`src/rtl/maze_solver_ctrl.sv`:
```
// Depth-first maze search over a 2^N x 2^N single-bit maze memory.
// Visited cells are marked in place, and the direction stack is replayed as the path.
module maze_solver_ctrl #(
  parameter int N      = 4,
  parameter int GOAL_X = 15,
  parameter int GOAL_Y = 15,
  parameter int DEPTH  = 256
) (
  input  logic         clk,
  input  logic         rst,
  input  logic         start,
  output logic [N-1:0] X,
  output logic [N-1:0] Y,
  output logic         D_in,
  output logic         RD,
  output logic         WR,
  input  logic         D_out,
  output logic         busy,
  output logic         done,
  output logic         fail,
  output logic [1:0]   move,
  output logic         move_valid
);
  localparam int SPW = 2*N + 1;
  localparam logic [N-1:0] MAXC = '1;
  localparam logic [N-1:0] GX   = N'(GOAL_X);
  localparam logic [N-1:0] GY   = N'(GOAL_Y);

  typedef enum logic [2:0] {
    S_IDLE, S_CHECK, S_MARK, S_TRY, S_POP, S_REPLAY, S_DONE, S_FAIL
  } state_t;

  state_t           state, next_state;
  logic [N-1:0]     cur_x, cur_y;
  logic [2:0]       dir;
  logic [SPW-1:0]   sp, idx, sp_m1;
  logic [1:0]       stack [DEPTH];
  logic [1:0]       top;
  logic [N-1:0]     nb_x, nb_y, pop_x, pop_y;
  logic             nb_ok, push, at_goal;

  assign sp_m1   = sp - 1'b1;
  assign top     = stack[sp_m1[SPW-2:0]];
  assign at_goal = (cur_x == GX) && (cur_y == GY);
  assign push    = (state == S_TRY) && !dir[2] && nb_ok && !D_out;

  // Neighbour in the current direction; nb_ok is low at the grid edge.
  always_comb begin
    nb_x  = cur_x;
    nb_y  = cur_y;
    nb_ok = 1'b0;
    case (dir)
      3'd0:    begin nb_y = cur_y + 1'b1; nb_ok = (cur_y != MAXC); end
      3'd1:    begin nb_x = cur_x + 1'b1; nb_ok = (cur_x != MAXC); end
      3'd2:    begin nb_y = cur_y - 1'b1; nb_ok = (cur_y != '0);   end
      3'd3:    begin nb_x = cur_x - 1'b1; nb_ok = (cur_x != '0);   end
      default: ;
    endcase
  end

  // Step back against the direction that was pushed.
  always_comb begin
    pop_x = cur_x;
    pop_y = cur_y;
    case (top)
      2'd0: pop_y = cur_y - 1'b1;
      2'd1: pop_x = cur_x - 1'b1;
      2'd2: pop_y = cur_y + 1'b1;
      2'd3: pop_x = cur_x + 1'b1;
    endcase
  end

  always_ff @(posedge clk or posedge rst) begin
    if (rst) state <= S_IDLE;
    else     state <= next_state;
  end

  always_comb begin
    next_state = state;
    unique case (state)
      S_IDLE, S_DONE, S_FAIL: if (start) next_state = S_CHECK;
      S_CHECK:  next_state = D_out ? S_FAIL : S_MARK;
      S_MARK:   next_state = at_goal ? S_REPLAY : S_TRY;
      S_TRY: begin
        if (dir[2])    next_state = (sp == '0) ? S_FAIL : S_POP;
        else if (push) next_state = S_MARK;
      end
      S_POP:    next_state = S_TRY;
      S_REPLAY: if (sp == '0 || idx == sp_m1) next_state = S_DONE;
      default:  next_state = S_IDLE;
    endcase
  end

  always_ff @(posedge clk or posedge rst) begin
    if (rst) begin
      cur_x <= '0;
      cur_y <= '0;
      dir   <= '0;
      sp    <= '0;
      idx   <= '0;
    end else begin
      unique case (state)
        S_IDLE, S_DONE, S_FAIL: if (start) begin
          cur_x <= '0;
          cur_y <= '0;
          sp    <= '0;
        end
        S_MARK: begin
          if (at_goal) idx <= '0;
          else         dir <= '0;
        end
        S_TRY: if (!dir[2]) begin
          if (push) begin
            sp    <= sp + 1'b1;
            cur_x <= nb_x;
            cur_y <= nb_y;
          end else begin
            dir <= dir + 1'b1;
          end
        end
        S_POP: begin
          sp    <= sp_m1;
          cur_x <= pop_x;
          cur_y <= pop_y;
          dir   <= {1'b0, top} + 3'd1;
        end
        S_REPLAY: idx <= idx + 1'b1;
        default: ;
      endcase
    end
  end

  always_ff @(posedge clk) begin
    if (push) stack[sp[SPW-2:0]] <= dir[1:0];
  end

  always_comb begin
    X          = '0;
    Y          = '0;
    D_in       = 1'b0;
    RD         = 1'b0;
    WR         = 1'b0;
    busy       = 1'b0;
    done       = 1'b0;
    fail       = 1'b0;
    move       = '0;
    move_valid = 1'b0;
    unique case (state)
      S_CHECK: begin
        busy = 1'b1;
        RD   = 1'b1;
        X    = cur_x;
        Y    = cur_y;
      end
      S_MARK: begin
        busy = 1'b1;
        WR   = 1'b1;
        D_in = 1'b1;
        X    = cur_x;
        Y    = cur_y;
      end
      S_TRY: begin
        busy = 1'b1;
        if (!dir[2] && nb_ok) begin
          RD = 1'b1;
          X  = nb_x;
          Y  = nb_y;
        end
      end
      S_POP: busy = 1'b1;
      S_REPLAY: begin
        busy = 1'b1;
        if (sp != '0) begin
          move       = stack[idx[SPW-2:0]];
          move_valid = 1'b1;
        end
      end
      S_DONE:  done = 1'b1;
      S_FAIL:  fail = 1'b1;
      default: ;
    endcase
  end
endmodule
```
`config.mk`:
```
export PLATFORM = sky130hd
export DESIGN_NAME = maze_solver_ctrl
export DESIGN_NICKNAME = d
export VERILOG_FILES = /design/src/rtl/maze_solver_ctrl.sv
export SDC_FILE = /design/constraint.sdc
export NUM_CORES = 1
export LEC_CHECK = 0
export CAP_MARGIN = 20
export CORE_UTILIZATION = 55
export CTS_CLUSTER_DIAMETER = 120
export CTS_CLUSTER_SIZE = 8
export DETAILED_ROUTE_END_ITERATION = 8
export PLACE_DENSITY = 0.71
export SLEW_MARGIN = 25
export SYNTH_ARGS = -nofsm -noshare
export SYNTH_HDL_FRONTEND = slang
export SYNTH_SLANG_ARGS = --single-unit
```
`constraint.sdc`:
```
create_clock -name clk -period 16.72 [get_ports clk]
set_clock_uncertainty 0.1 [all_clocks]
set_input_delay 4.18 -clock clk [delete_from_list [all_inputs] [get_ports clk]]
set_output_delay 4.18 -clock clk [all_outputs]
set_load 0.02 [all_outputs]
```
==> run_results.csv <==
group,metric,value,unit
outcome,outcome,"finished clean",
sta,fin_tns_setup,0,ns
finish,nFillCells,3692,
routing,routed_wl,81.56,mm
floorplanning,die_area,52520,um^2
synthesis,syn_inst,2066,
floorplanning,die_w,229.2,um
synthesis,synth_edf_count,512,
synthesis,synth_top_area_cell,"edfxtp_1",
routing,routed_via_density,7.193,
synthesis,syn-cell-area,28380,um^2
worst_setup_path,critical_path_depth,11,
routing,first_pass_iters,7,
power_and_ir_drop,finalPower,6.265,mW
floorplanning,fp-row-count,82,
worst_setup_path,worstPathArrival,5.74,ns
floorplanning,core,50580,um^2
power_and_ir_drop,peakVddDrop,0.1303,mV
routing,drc,0,
synthesis,synthArstFlopShare,5.882,%
worst_setup_path,reg2regPathDepth,16,
synthesis,syn_area_per_cell,13.74,um^2
synthesis,ys.flop_type,"edfxtp_1",
finish,fin_nets,2074,
floorplanning,fp.dieH,229.2,um
worst_setup_path,required,12.44,ns
grt,antenna_found_initial,1,
worst_setup_path,crit_path_max_fanout,62,
clocking,clkSinkCount,544,
job,maxCapViolations,0,
finish,drive_gt1_share,18.07,%
power_and_ir_drop,power_density,201.0,nW/um^2
worst_setup_path,r2r-start,"sp[0]$_DFFE_PP0P_",
finish,final_core_util,61.62,%
worst_hold_path,whs_path_depth,1,
finish,syn_to_final_growth,9.812,%
worst_hold_path,hold_path_class,"register to register",
sta,rsz0062_at_grt,"false",
sta,period_minus_slack,10.02,ns
clocking,cts_tree,"yes",
worst_setup_path,crit_buf_inv,3,
sta,slew_headroom,28.16,%
sta,hold_viol,0,
clocking,cts_inserted_buffers,77,
synthesis,synth.top_cells.by_area,"edfxtp_1 (54%), mux4_2 (17%), nor2_1 (4.2%), mux2i_1 (4.0%), dfrtp_1 (2.8%)",
worst_setup_path,crit_chain,"buf_4, buf_4, mux2i_1, o221ai_1, a21oi_1, nor3_1, nor2_1, o41ai_1, nor3_1, nor4bb_1, clkdlybuf4s50_1",
grt,grt_max_degree,113,
clocking,path_clk_slew,0.05,ns
worst_setup_path,end_kind,"output port",
sta,maxSlewViolCount,0,
routing,vias,19723,
worst_setup_path,startpoint_type,"register",
placed_design,hpwl,49.12,mm
sta,tightest_slew,1.069,ns
synthesis,synth.top_cell.area_share,54.17,%
grt,grt_util_all_layers,31.54,%
synthesis,ys_warn_count,0,
synthesis,yosys.cell_count.top_type,"edfxtp_1",
power_and_ir_drop,leakagePower,9.958,nW
grt,grt_pass1_vias,19453,
sta,timing.fmax,99.76,MHz
routing,detail-route-antenna-nets,0,
clocking,htreeDepth,3,
floorplanning,start_util,56.11,%
sta,hold_slack,0.4143,ns
clocking,clock-root-buffer,"clkbuf_16",
sta,finalSetupViolCount,0,
synthesis,synth_seq_cells,544,
placed_design,dpl_cell_area,29040,um^2
worst_hold_path,worstHoldStart,"idx[8]$_DFFE_PP0P_",
synthesis,synth.distinct_cells,72,
clocking,ctsHoldBuffers,0,
clocking,post_cts_buffers,0,
finish,design_area,31170,um^2
worst_setup_path,cp_top_family,"buffers and inverters",
worst_setup_path,critPathMaxStageDelay,0.86,ns
routing,wl_per_cell,29.75,um
synthesis,synth_nets,2095,
grt,grt_overflow,0,
clocking,cts_repair_resize_count,0,
sta,fin_crit_sh,59.95,%
worst_setup_path,critical_path_class,"register to output port",
floorplanning,ios,21,
clocking,clk_latency,0.62,ns
grt,grt_first_pass_wirelength,122.8,mm
routing,drt_iter0_markers,2958,
finish,antennaDiodeCount,0,
placed_design,io_buffer_count,20,
clocking,cts_buffer_depth,3,
worst_setup_path,startpoint,"idx[0]$_DFFE_PP0P_",
synthesis,synth-seq-area-share,56.99,%
synthesis,synth_common_cells,"edfxtp_1 (512), nor2_1 (320), mux4_2 (209)",
placed_design,place_congestion,0.9447,
worst_setup_path,cp_slowest_cell,"buf_4",
state kept, by name, indices dropped and copies added, names as in the netlist:
name	count
sp	9
cur_y	4
stack	512
cur_x	4
state	3
idx	9
dir	3
report_power, final:
group	leakage (nW)	internal [mW]	switching, mW
Combinational	3.86	1.15	1.90
Clock	1.03	0.855	0.567
Sequential	5.07	1.67	0.113
cell type report:
class / count / area, um^2 / share of cell area, %
repair buffers: 65 / 549.3 / 1.762
multi-input cells: 1329 / 11360 / 36.45
flip-flops and latches: 544 / 16190 / 51.96
clock buffers: 100 / 2077 / 6.664
inverters: 28 / 105.1 / 0.3372
well taps: 672 / 840.8 / 2.698
clock inverters: 4 / 42.54 / 0.1365
cell families after synthesis:
| logic type | synth area share (%) |
|---|---|
| AO/OA/AOI/OAI | 6.656 |
| XOR/XNOR | 0.8023 |
| adder cells (fa/ha/maj) | 1.102 |
| buffers and inverters | 3.222 |
| flip-flops | 56.99 |
| multiplexers | 21.27 |
| AND/OR/NAND/NOR | 9.958 |
routing by layer:
layer	wire (um)	track usage [%]	vias up
met3	10180	7.209	253
li1	-	-	8061
met5	0	0	-
met4	3742	15.35	0
met2	37370	47.84	1485
met1	30270	43.31	9924
final timing paths:
| path | to | slack [ns] |
|---|---|---|
| setup / recovery | move[1] | 6.70 |
| hold / removal | idx[8]$_DFFE_PP0P_ | 0.41 |
| setup reg to reg | cur_x[1]$_DFFE_PP0P_ | 9.91 |
| hold reg to reg | idx[8]$_DFFE_PP0P_ | 0.41 |
| max in group asynchronous | idx[0]$_DFFE_PP0P_ | 12.24 |
| min in group asynchronous | state[2]$_DFFE_PP0P_ | 3.89 |
through the flow:
step | std cells | setup slack (ns)
3_3_place_gp | 2638 | 7.214
5_1_grt | 2742 | 6.627
4_1_cts | 2742 | 6.781
3_5_place_dp | 2638 | 7.443
6_report | 2742 | 6.696
2_1_floorplan | 2066 | 7.058
placed cells by master, fill, tap and decap left out, types with 4 or more instances in the layout:
cell,netlist,final
a22oi_1,9,9
a21oi_1,46,46
nand4_1,16,16
nand3_1,44,44
clkbuf_16,0,80
or3_1,5,5
nor3_1,27,27
xnor2_2,1,4
inv_1,25,25
nor4_1,6,5
buf_4,20,42
clkdlybuf4s50_1,0,20
nand2_1,202,197
o22ai_1,32,32
dfrtp_1,32,27
o31ai_1,6,6
xnor2_1,14,11
ha_1,25,24
clkbuf_1,73,20
mux2_2,6,6
nor2b_1,7,7
dfrtp_4,0,5
a31oi_1,24,24
mux2i_1,113,113
and3_1,22,22
nor2_1,320,320
nand2_2,0,5
o221ai_1,48,48
mux4_2,209,209
edfxtp_1,512,512
mux4_1,5,5
xor2_1,7,7
a32oi_1,12,12
o21ai_0,55,54
a211oi_1,12,12
No activity file was read; power rests on OpenSTA's default activity.
